===== config.mk =====
export PLATFORM = sky130hd
export DESIGN_NAME = bus_ack_responder
export DESIGN_NICKNAME = d
export VERILOG_FILES = /design/src/rtl/bus_ack_responder.sv
export SDC_FILE = /design/constraint.sdc
export NUM_CORES = 1
export LEC_CHECK = 0
export ABC_AREA = 1
export CORE_UTILIZATION = 60
export CTS_BUF_LIST = sky130_fd_sc_hd__clkbuf_8
export DETAILED_ROUTE_END_ITERATION = 7
export PLACE_DENSITY = 0.86
export SLEW_MARGIN = 20
export SYNTH_ARGS = -nofsm -noshare
export SYNTH_HDL_FRONTEND = slang
export SYNTH_SLANG_ARGS = --single-unit

===== constraint.sdc =====
create_clock -name clk -period 5.8 [get_ports clk]
set_input_delay 0.58 -clock clk [delete_from_list [all_inputs] [get_ports clk]]
set_output_delay 0.58 -clock clk [all_outputs]
set_load 0.02 [all_outputs]

===== src/rtl/bus_ack_responder.sv =====
// Purpose: far-end responder for the bus_req/bus_ack pulse handshake; in-order queue of request payloads.
// Latency: ack LATENCY cycles after the request cycle, plus any slip from the one-idle-cycle pulse gap.
// Backpressure: none upstream; requests arriving with the queue full are dropped and flag overflow.
// Optional checking: define BUS_ACK_RESPONDER_CHECK_EN to enable proto_err detection.
module bus_ack_responder #(
  parameter int DW      = 32,
  parameter int DEPTH   = 4,
  parameter int LATENCY = 2
) (
  input  logic                       clk,
  input  logic                       reset,
  input  logic                       bus_req,
  input  logic [DW-1:0]              bus_data,
  output logic                       bus_ack,
  output logic [DW-1:0]              ack_data,
  output logic [$clog2(DEPTH+1)-1:0] pending,
  output logic                       overflow,
  output logic                       proto_err
);

  localparam int PW = $clog2(DEPTH+1);
  localparam int AW = (DEPTH > 1) ? $clog2(DEPTH) : 1;
  localparam int GW = $clog2(LATENCY+1);

  // Queue storage. Stored age counts cycles since the request cycle, so an
  // entry written at the end of its request cycle starts at 1.
  logic [DW-1:0] data_q [DEPTH];
  logic [DW-1:0] data_d [DEPTH];
  logic [GW-1:0] age_q  [DEPTH];
  logic [GW-1:0] age_d  [DEPTH];
  logic [AW-1:0] rd_ptr_q, rd_ptr_d;
  logic [AW-1:0] wr_ptr_q, wr_ptr_d;
  logic [PW-1:0] cnt_q, cnt_d;
  logic          ack_q, ack_d;
  logic [DW-1:0] ack_dat_q, ack_dat_d;
  logic          ovf_q, ovf_d;

  logic req_acc;
  logic q_empty;
  logic head_elig;
  logic pop_head;
  logic pop_byp;
  logic push;
  logic drop;

  function automatic logic [AW-1:0] ptr_inc(input logic [AW-1:0] p);
    return (p == AW'(DEPTH-1)) ? '0 : p + 1'b1;
  endfunction

`ifdef BUS_ACK_RESPONDER_CHECK_EN
  logic req_prev_q;
  logic err_q, err_d;
`endif

  // Decide this cycle's pop, push and drop. With LATENCY=1 an incoming request
  // arriving at an empty queue is already eligible and bypasses storage.
  always_comb begin
    req_acc = bus_req;
`ifdef BUS_ACK_RESPONDER_CHECK_EN
    req_acc = bus_req & ~req_prev_q;
`endif
    q_empty   = (cnt_q == '0);
    head_elig = !q_empty && ((int'(age_q[rd_ptr_q]) + 1) >= LATENCY);
    pop_head  = head_elig && !ack_q;
    pop_byp   = q_empty && req_acc && (LATENCY == 1) && !ack_q;
    push      = req_acc && !pop_byp && ((cnt_q != PW'(DEPTH)) || pop_head);
    drop      = req_acc && !pop_byp && !push;
  end

  // Next-state for queue contents, pointers, occupancy and registered outputs.
  always_comb begin
    data_d   = data_q;
    rd_ptr_d = rd_ptr_q;
    wr_ptr_d = wr_ptr_q;
    for (int i = 0; i < DEPTH; i++) begin
      age_d[i] = (age_q[i] == GW'(LATENCY)) ? age_q[i] : age_q[i] + 1'b1;
    end
    if (pop_head) begin
      rd_ptr_d = ptr_inc(rd_ptr_q);
    end
    if (push) begin
      data_d[wr_ptr_q] = bus_data;
      age_d[wr_ptr_q]  = GW'(1);
      wr_ptr_d         = ptr_inc(wr_ptr_q);
    end
    cnt_d     = cnt_q + PW'(push) - PW'(pop_head);
    ack_d     = pop_head | pop_byp;
    ack_dat_d = '0;
    if (pop_head) begin
      ack_dat_d = data_q[rd_ptr_q];
    end else if (pop_byp) begin
      ack_dat_d = bus_data;
    end
    ovf_d = ovf_q | drop;
  end

  // State registers; reset discards every outstanding entry at once.
  always_ff @(posedge clk or posedge reset) begin
    if (reset) begin
      for (int i = 0; i < DEPTH; i++) begin
        data_q[i] <= '0;
        age_q[i]  <= '0;
      end
      rd_ptr_q  <= '0;
      wr_ptr_q  <= '0;
      cnt_q     <= '0;
      ack_q     <= 1'b0;
      ack_dat_q <= '0;
      ovf_q     <= 1'b0;
    end else begin
      data_q    <= data_d;
      age_q     <= age_d;
      rd_ptr_q  <= rd_ptr_d;
      wr_ptr_q  <= wr_ptr_d;
      cnt_q     <= cnt_d;
      ack_q     <= ack_d;
      ack_dat_q <= ack_dat_d;
      ovf_q     <= ovf_d;
    end
  end

`ifdef BUS_ACK_RESPONDER_CHECK_EN
  // Flag back-to-back request cycles, and any ack issued with nothing accepted behind it.
  always_comb begin
    err_d = err_q | (bus_req & req_prev_q) | (ack_d & q_empty & ~pop_byp);
  end

  // Sticky error flag and previous-request history.
  always_ff @(posedge clk or posedge reset) begin
    if (reset) begin
      req_prev_q <= 1'b0;
      err_q      <= 1'b0;
    end else begin
      req_prev_q <= bus_req;
      err_q      <= err_d;
    end
  end

  assign proto_err = err_q;
`else
  assign proto_err = 1'b0;
`endif

  assign bus_ack  = ack_q;
  assign ack_data = ack_dat_q;
  assign pending  = cnt_q;
  assign overflow = ovf_q;

endmodule

# After elaboration in Yosys (flattened, before gate mapping)
# Index checks and enable logic that the tools add are counted.
dict set report op_classes {
  eq_ne 7
  bitwise 6
  magnitude_cmp 4
  add_sub_neg 9
  n_mux 19
  reduce_logical 10
}
# operator count
set op_table {}
lappend op_table {{128-bit bitwise mux} 1}
lappend op_table {{32-bit two-way mux} 4}
lappend op_table {{32-bit binary-select mux with 2-bit select} 1}
lappend op_table {{32-bit demux with 2-bit select} 1}
lappend op_table {{2-bit two-way mux} 9}
lappend op_table {{2-bit by 1-bit adder with 2-bit output, second input constant} 6}
lappend op_table {{2-bit == test, second input constant} 6}
lappend op_table {{8-bit two-way mux} 1}
lappend op_table {{3-bit >= comparator, second input constant} 2}
lappend op_table {{2-bit inverter with 3-bit output} 2}
lappend op_table {{1-bit logical AND} 5}
lappend op_table {{4-bit bitwise AND} 1}
lappend op_table {{2-bit binary-select mux with 2-bit select} 1}
lappend op_table {{2-bit demux with 2-bit select} 1}
lappend op_table {{4-bit inverter} 1}
lappend op_table {{4-bit OR} 1}
lappend op_table {{2-bit by 1-bit adder with 3-bit output, second input constant} 1}
lappend op_table {{3-bit by 1-bit adder with 3-bit output} 1}
lappend op_table {{3-bit by 2-bit >= comparator with 1-bit output, second input constant} 1}
lappend op_table {{1-bit logical NOT} 3}
lappend op_table {{3-bit logical NOT} 1}
lappend op_table {{3-bit by 1-bit less-than comparator with 1-bit output, second input constant} 1}
lappend op_table {{3-bit inequality test, second input constant} 1}
lappend op_table {{3-bit by 1-bit subtractor with 3-bit output} 1}
lappend op_table {{other kinds (2)} 2}
dict set report word_totals {
  elab_cells 69
  inputBits 35
  out_inout_bits 38
  reg_bits 177
}

# Longest topological paths before layout
# Gate-level depths: netlist (run 1).
dict set report logic_depth {
  word_depth 13
  depth_mapped 14
  depth_no_buf 13
}

# Worst setup path after synthesis (run 1)
# No wires, ideal clock.
dict set report synth_timing {
  kind {flip-flop to flip-flop}
  from {register cnt_q[2] (netlist: pending[2])}
  to {register cnt_q[2] (netlist: pending[2])}
  t_arrival_ns 2.405
  period_less_slack_ns 2.539
  t_required_ns 5.666
  path_stages_with_launch 13
  path_buffers 1
  path_slack_ns 3.261
  cell_sequence {dfrtp_1 > inv_1 > a21oi_1 > nand3_2 > nand2_4 > buf_4 > nand2_1 > ha_1 > inv_1 > ha_1 > fa_1 > xnor2_1 > xor2_1}
}
dict set report synth_between {
  elab_chain_len 8
  elab_cells_between_ends 9
}
# element line_no
set synth_lines {}
lappend synth_lines {{start, declared} 33} ;# logic [PW-1:0] cnt_q, cnt_d;
lappend synth_lines {{start signal, assigned} 115} ;# cnt_q <= cnt_d;
lappend synth_lines {{3-bit logical NOT} 62} ;# q_empty = (cnt_q == '0);
lappend synth_lines {{1-bit logical NOT} 63} ;# head_elig = !q_empty && ((int'(age_q[rd_ptr_q]) + 1) >= LATENCY);
lappend synth_lines {{1-bit logical AND} 63}
lappend synth_lines {{1-bit logical AND} 64} ;# pop_head = head_elig && !ack_q;
lappend synth_lines {{1-bit logical OR} 66} ;# push = req_acc && !pop_byp && ((cnt_q != PW'(DEPTH)) || pop_head);
lappend synth_lines {{1-bit logical AND} 66}
lappend synth_lines {{3-bit by 1-bit adder with 3-bit output} 86} ;# cnt_d = cnt_q + PW'(push) - PW'(pop_head);
lappend synth_lines {{3-bit by 1-bit subtractor with 3-bit output (*)} 86}
lappend synth_lines {{named net cnt_d[2]} 33}
# The timed path passes the listed nets; every way through them passes the cells marked *.
# A chain may end at the register's enable or synchronous reset.

# Worst setup path after layout (run 1)
dict set report layout_timing {
  from {register rd_ptr_q[0]}
  to {register cnt_q[2] (netlist: pending[2])}
}
dict set report layout_between {
  elab_chain_len 12
}
# element line_no
set layout_lines {}
lappend layout_lines {{start, declared} 31} ;# logic [AW-1:0] rd_ptr_q, rd_ptr_d;
lappend layout_lines {{start signal, assigned} 113} ;# rd_ptr_q <= rd_ptr_d;
lappend layout_lines {{2-bit inverter with 3-bit output (implied by the code) (*)} 63}
lappend layout_lines {{2-bit binary-select mux with 2-bit select (*)} 63}
lappend layout_lines {{2-bit two-way mux (implied by the code) (*) (2 in a row)} 63}
lappend layout_lines {{2-bit by 1-bit adder with 3-bit output (*)} 63}
lappend layout_lines {{3-bit by 2-bit >= comparator with 1-bit output (*)} 63}
lappend layout_lines {{1-bit logical AND (*)} 63}
lappend layout_lines {{1-bit logical AND (*)} 64}
lappend layout_lines {{named net ack_d} 34} ;# logic ack_q, ack_d;
lappend layout_lines {{1-bit logical OR} 66}
lappend layout_lines {{1-bit logical AND} 66}
lappend layout_lines {{3-bit by 1-bit adder with 3-bit output} 86}
lappend layout_lines {{3-bit by 1-bit subtractor with 3-bit output (*)} 86}
lappend layout_lines {{named net cnt_d[2]} 33}
# The timed path passes the listed nets; every way through them passes the cells marked *. The select of a mux whose other input is x is not followed.

==> key figures, run 1 <==
Status
  – Status: complete, no violations

Cells and area
  – Layout Utilization: 70.7%
  – Fillers: 961
  – ANT cells: 0
  – Area growth syn-to-layout: 13.0%
  – Share of layout cells above drive strength 1: 5.73%
  – Layout net count: 1,011

Logic synthesis
  – Syn nets: 990
  – Cell Area, Synth: 0.00805 mm2
  – Synthesis warning total: 0
  – Post-synth ARST share: 100%
  – Post-synth EDFFs: 0
  – Post-synth cell types: 26
  – Predominant post-synthesis flop cell: dfrtp_1
  – Syn avg cell area: 8.54 um2
  – Yosys reg bits: 177
  – Share of the synthesized area in the top cell type: 55.0%
  – Top cells by area, synth: dfrtp_1 55%, nand2_1 13%, nand4_1 9.9%, nor2_1 6.1%, o21ai_0 4.1%
  – Synth area leader: dfrtp_1
  – Mapped Cells: 943
  – Sequential share of the synthesized area: 55.0%

Global route
  – Vias in the first global route: 6,445
  – Total congestion overflow: 0
  – Pin count of the biggest net entering global routing: 81
  – Initial antenna violation count: 0
  – Global-route wire length before repair: 32.0 mm
  – GR Util All Layers: 29.1%

Clocking
  – Clk slew on worst S/H paths: 0.09 ns
  – Latest clock arrival within the worst-skew pair: 0.47 ns
  – CTS tree: built
  – TritonCTS Sinks: 177
  – Clock Root Buffer: clkbuf_8
  – Hold Buf Count CTS: 0
  – Setup bufs post-CTS: 0
  – H-tree lvl count: 4
  – TritonCTS Buffers: 17
  – Bufs on Longest Clock Path: 2
  – Post-cts sizing count: 0

STA
  – Final Skew: 0.0116 ns
  – Worst Tran Pin Value: 0.920 ns
  – Worst slew margin: 38.6%
  – Period utilization: 57.6%
  – Final hold vios: 0
  – Fin. max-slew vios: 0
  – Setup_tns: 0 ns
  – Unrepaired setup endpoints after global routing: no
  – Final setup vio count: 0
  – Min Tclk post-route: 3.34 ns
  – Fmax: 299 MHz

Die
  – I/O pins: 73
  – Die X: 118 um
  – Die ar.: 0.0139 mm2
  – Std cell rows: 41
  – Die Span Y: 118 um
  – Starting Density: 62.5%
  – Core ar.: 0.0129 mm2

Critical path
  – Crit end category: register
  – Worst EP required: 6.16 ns
  – R2R Path Start: rd_ptr_q[0]
  – Startpoint types: register
  – Arrival time at the worst endpoint: 3.70 ns
  – Crit path kind: register to register
  – Worst Setup SP: rd_ptr_q[0]
  – CP max FO: 68

Drt
  – Routed via count: 6,794
  – DR WL/cell: 16.7 um
  – DR vias/cell: 5.91
  – Post-route ant nets: 0
  – Starting DRT DRC Count: 794
  – DR DRC count: 0
  – WL final: 19.2 mm
  – Drt first pass iters: 7

Worst hold path
  – Hold_sp: data_q[67]
  – Hold Path Class: register to register

Placement
  – PortBufs: 71
  – GPL Wtd Cong: 0.764
  – Hpwl dp: 10.1 mm

Power
  – Worst VDD drop: 328 uV
  – P_leak: 4.50 nW
  – Power Density: 571 mW/mm2

Flow run
  – Max-Cap Viols: 0
## metal layers
layer	vias to the layer above	global-route usage (%)	share of wire (%)
met4	0	9.13	1.5
met1	3252	40.4	42
met2	335	46.3	48
li1	3174	-	-
met5	-	0	0
met3	33	5.86	8.8
## cells by family (layout without fill, tap and decap cells)
kind of cell    after synthesis  count (layout)  synth area share (%)
simple gates                546             546                  30.1
flops                       177             177                  55.0
other cells                   1               1                0.0466
buf+inv                     104             138                  6.29
fa+ha+maj                    12              12                  1.96
compound gates              101             101                  6.32
xor+xnor                      2               2                 0.218
## area by class of cell
class,instances,area (um2),area share [%]
flip-flops and latches,177,4430,48.7
well taps,172,215,2.37
inverters,22,87.6,0.963
repair buffers,84,806,8.86
clock buffers,23,317,3.48
clock inverters,9,128,1.40
multi-input cells,662,3120,34.2
## cell usage in the layout (no fill, tap or decap)
cell / instances
inv_1: 21
nor2_1: 131
nand3_1: 4
clkinvlp_4: 2
nand2_4: 1
inv_6: 1
nand4_1: 128
dfrtp_2: 1
clkdlybuf4s50_1: 70
a21oi_1: 33
inv_2: 1
xor2_1: 1
bufinv_16: 3
nand2_1: 271
ha_1: 11
nand3_2: 5
a31o_2: 1
o21ai_0: 66
fa_1: 1
nor3_1: 1
o21ai_1: 1
clkinv_2: 2
or2_2: 1
xnor2_1: 1
and2_1: 4
dfrtp_1: 176
buf_4: 14
clkinv_4: 1
conb_1: 1
clkbuf_8: 23
## metrics by stage
| stage | instance area, um2 | total power, mW | cells | worst slack (ns) | hold WS (ns) |
|---|---|---|---|---|---|
| 4_1_cts | 9100 | 5.18 | 1149 | 2.49 | 0.474 |
| 5_1_grt | 9100 | 5.57 | 1149 | 2.19 | 0.489 |
| 2_1_floorplan | 8050 | 3.63 | 943 | 0.418 | 0.437 |
| 6_report | 9100 | 5.19 | 1149 | 2.46 | 0.470 |
| 3_5_place_dp | 8650 | 4.24 | 1117 | 2.50 | 0.453 |
| 3_3_place_gp | 8650 | 4.16 | 1117 | 2.58 | 0.447 |
## path summary, 6_finish.rpt
check	cells after the start	endpoint	slack, ns
min in group asynchronous	2	ack_data[14]	0.61
max in group asynchronous	3	data_q[52]	4.01
hold / removal	2	data_q[67]	0.47
setup / recovery	13	pending[2]	2.46
hold reg to reg	2	data_q[67]	0.47
setup reg to reg	13	pending[2]	2.46
## sequential cells by signal, indices dropped and copies added (netlist names)
name / flops
bus_ack: 1
overflow: 1
ack_data: 32
wr_ptr_q: 2
age_q: 8
rd_ptr_q: 2
pending: 3
data_q: 128
## cell usage after synthesis, types with 2 or more instances
| cell type | number |
|---|---|
| a21oi_1 | 33 |
| and2_1 | 4 |
| buf_1 | 4 |
| buf_2 | 21 |
| buf_4 | 2 |
| buf_6 | 11 |
| clkbuf_1 | 44 |
| dfrtp_1 | 177 |
| ha_1 | 11 |
| inv_1 | 21 |
| nand2_1 | 271 |
| nand3_1 | 4 |
| nand3_2 | 5 |
| nand4_1 | 128 |
| nor2_1 | 131 |
| o21ai_0 | 66 |
## power breakdown
part           total, mW  switching [mW]  internal [mW]
Sequential          2.04           0.272           1.77
Combinational       2.23            1.48          0.747
Clock              0.925           0.432          0.493
## critical path: stages, from the launching register on
cell	delay, ns
dfrtp_2	0.38
buf_4	0.62
nand3_1	0.15
nand2_1	0.08
nand2_1	0.06
nand3_2	0.12
buf_4	0.42
inv_1	0.19
ha_1	0.32
inv_1	0.04
ha_1	0.19
fa_1	0.38
xnor2_1	0.14
xor2_1	0.14
Note: power is estimated with default switching activity, not from simulation.
==> run 2, diff against run 1 <==
--- a/config.mk
+++ b/config.mk
@@ -6,10 +6,10 @@
 export NUM_CORES = 1
 export LEC_CHECK = 0
 export ABC_AREA = 1
-export CORE_UTILIZATION = 60
+export CORE_UTILIZATION = 54
 export CTS_BUF_LIST = sky130_fd_sc_hd__clkbuf_8
 export DETAILED_ROUTE_END_ITERATION = 7
-export PLACE_DENSITY = 0.86
+export PLACE_DENSITY = 0.82
 export SLEW_MARGIN = 20
 export SYNTH_ARGS = -nofsm -noshare
 export SYNTH_HDL_FRONTEND = slang
==> constraint.sdc (replaced) <==
create_clock -name clk -period 2.8 [get_ports clk]
set_input_delay 0.28 -clock clk [delete_from_list [all_inputs] [get_ports clk]]
set_output_delay 0.28 -clock clk [all_outputs]
set_load 0.02 [all_outputs]
==> run 2 against run 1 <==
Against the previous run:
- final cell count is 2.3% higher
- combinational power is 120% higher
- first-iteration DRC count is 3.3% higher
- largest power group unchanged
==> key figures, run 2 (synthesis results as in run 1) <==
Status
  – Status: complete, no violations (unchanged)

Global route
  – Layer with the highest usage: met2 (unchanged)
  – Routing usage on met3: 5.22% (was 5.86%)
  – Pin count of the biggest net entering global routing: 134 (was 81)
  – Initial antenna violation count: 0 (unchanged)
  – Global-route wire length before repair: 32.7 mm (was 32.0 mm)
  – Vias in the first global route: 6,425 (was 6,445)
  – Met1 Track Usage GR: 37.2% (was 40.4%)
  – M2 GR Usage: 45.7% (was 46.3%)
  – GR Util All Layers: 28.2% (was 29.1%)
  – Total congestion overflow: 0 (unchanged)

Clocking
  – TritonCTS Sinks: 177 (unchanged)
  – Setup bufs post-CTS: 0 (unchanged)
  – Bufs on Longest Clock Path: 2 (unchanged)
  – Post-cts sizing count: 0 (unchanged)
  – Hold Buf Count CTS: 0 (unchanged)
  – H-tree lvl count: 4 (unchanged)
  – CTS tree: built (unchanged)
  – Latest clock arrival within the worst-skew pair: 0.48 ns (was 0.47 ns)
  – Clk slew on worst S/H paths: 0.10 ns (was 0.09 ns)
  – Clock Root Buffer: clkbuf_8 (unchanged)
  – TritonCTS Buffers: 17 (unchanged)

Die
  – Core ar.: 0.0145 mm2 (was 0.0129 mm2)
  – Die Span Y: 124 um (was 118 um)
  – Std cell rows: 44 (was 41)
  – I/O pins: 73 (unchanged)
  – Die X: 124 um (was 118 um)
  – Starting Density: 55.4% (was 62.5%)
  – Die ar.: 0.0154 mm2 (was 0.0139 mm2)

Drt
  – Starting DRT DRC Count: 820 (was 794)
  – DR WL/cell: 17.2 um (was 16.7 um)
  – WL final: 20.2 mm (was 19.2 mm)
  – DR DRC count: 0 (unchanged)
  – Drt first pass iters: 6 (was 7)
  – DR vias/cell: 5.77 (was 5.91)
  – Routed via count: 6,780 (was 6,794)
  – Post-route ant nets: 0 (unchanged)

Cells and area
  – Most common cell after layout, fill and taps aside: nand2_1 (unchanged)
  – Max FFs per register: 128 (unchanged)
  – Share of layout cells above drive strength 1: 7.06% (was 5.73%)
  – Largest Register: data_q (unchanged)
  – Most frequent cells in the layout: 271 x nand2_1, 176 x dfrtp_1, 131 x nor2_1, 128 x nand4_1, 70 x clkdlybuf4s50_1 (unchanged)
  – Area growth syn-to-layout: 15.6% (was 13.0%)
  – Layout net count: 1,026 (was 1,011)
  – Layout Utilization: 64.0% (was 70.7%)
  – ANT cells: 0 (unchanged)

STA
  – Unrepaired setup endpoints after global routing: no (unchanged)
  – Fin. max-slew vios: 0 (unchanged)
  – Worst Tran Pin Value: 0.981 ns (was 0.920 ns)
  – Worst slew margin: 34.6% (was 38.6%)
  – Final Skew: 0.0139 ns (was 0.0116 ns)
  – Final setup vio count: 0 (unchanged)
  – Final hold vios: 0 (unchanged)
  – Period utilization: 86.9% (was 57.6%)
  – Fmax: 411 MHz (was 299 MHz)
  – Setup_tns: 0 ns (unchanged)
  – Min Tclk post-route: 2.43 ns (was 3.34 ns)

Critical path
  – Crit path largest cell delay: 0.51 ns (was 0.62 ns)
  – Crit path kind: register to register (unchanged)
  – Top delay family on crit path: simple AND/OR/NAND/NOR gates (was buffers and inverters)
  – WP buf/inv: 2 (was 4)
  – Cells along the critical path: nor2_1 > a21oi_1 > nand3_2 > nand2_4 > buf_12 > nand3_2 > buf_12 > nand2_1 > nand2_1 (was buf_4 > nand3_1 > nand2_1 > nand2_1 > nand3_2 > buf_4 > inv_1 > ha_1 > inv_1 > ha_1 > fa_1 > xnor2_1 > xor2_1)
  – Crit end category: register (unchanged)
  – CP max-delay cell: nand3_2 (was buf_4)
  – Startpoint types: register (unchanged)
  – Worst EP required: 3.16 ns (was 6.16 ns)
  – CP max FO: 133 (was 68)
  – Arrival time at the worst endpoint: 2.79 ns (was 3.70 ns)

Flow run
  – Max-Cap Viols: 0 (unchanged)

Placement
  – PortBufs: 71 (unchanged)
  – Hpwl dp: 11.3 mm (was 10.1 mm)
  – GPL Wtd Cong: 0.780 (was 0.764)

Power
  – Power Density: 1170 mW/mm2 (was 571 mW/mm2)
  – P_leak: 4.60 nW (was 4.50 nW)
  – Worst VDD drop: 589 uV (was 328 uV)

Worst hold path
  – Hold Path Class: input port to register (was register to register)
[run 2: changes by cell type in the layout (fill, tap and decap cells not counted)]
cell      change
clkinv_4      +1
inv_6         -1
buf_12        +7
clkbuf_8      -1
inv_1         +1
buf_4         +8
[run 2: where the power goes]
group / switching (mW) / total [mW] / internal, mW
logic: 3.14 / 4.80 / 1.66
registers: 0.548 / 4.22 / 3.67
clock network: 0.912 / 1.91 / 0.995
total: 4.60 / 10.9 / 6.33
[run 2: final cells by class]
type	instances	area [um2]
clock buffers	22	303
clock inverters	10	133
fillers	1215	5230
inverters	22	86.3
multi-input cells	662	3120
flip-flops and latches	177	4430
well taps	184	230
repair buffers	99	1010
[run 2: worst paths after layout]
kind / from / end / slack [ns] / cells past startpoint
worst max register to register: pending[0] / data_q[112] / 0.37 / 9
max in group asynchronous: reset / age_q[6] / 1.79 / 3
min in group asynchronous: reset / data_q[101] / 0.32 / 2
worst min register to register: data_q[87] / data_q[87] / 0.47 / 2
worst max-delay path: pending[0] / data_q[112] / 0.37 / 9
worst min-delay path: bus_req / wr_ptr_q[0] / 0.24 / 3
[run 2: worst reg2reg max path, stage by stage, from the launching register on]
cell and delay [ns]:
dfrtp_1 0.42, nor2_1 0.07, a21oi_1 0.15, nand3_2 0.15
nand2_4 0.10, buf_12 0.41, nand3_2 0.57, buf_12 0.34
nand2_1 0.07, nand2_1 0.05
[run 2: metal layers]
layer | up-vias | part of all wire [%]
met1 | 3270 | 42
met4 | 0 | 1.6
met5 | - | 0
li1 | 3202 | -
met2 | 278 | 50
met3 | 30 | 6.6
[run 2: through the flow]
step	total power, mW	hold WS (ns)	area, um2	instances	worst slack [ns]
global placement	8.82	0.448	8870	1144	0.456
global route	11.8	0.234	9300	1176	0.195
CTS	10.9	0.232	9300	1176	0.393
floorplan	7.52	0.429	8060	943	0.253
finish	10.9	0.240	9300	1176	0.366
detailed placement	8.98	0.453	8870	1144	0.398
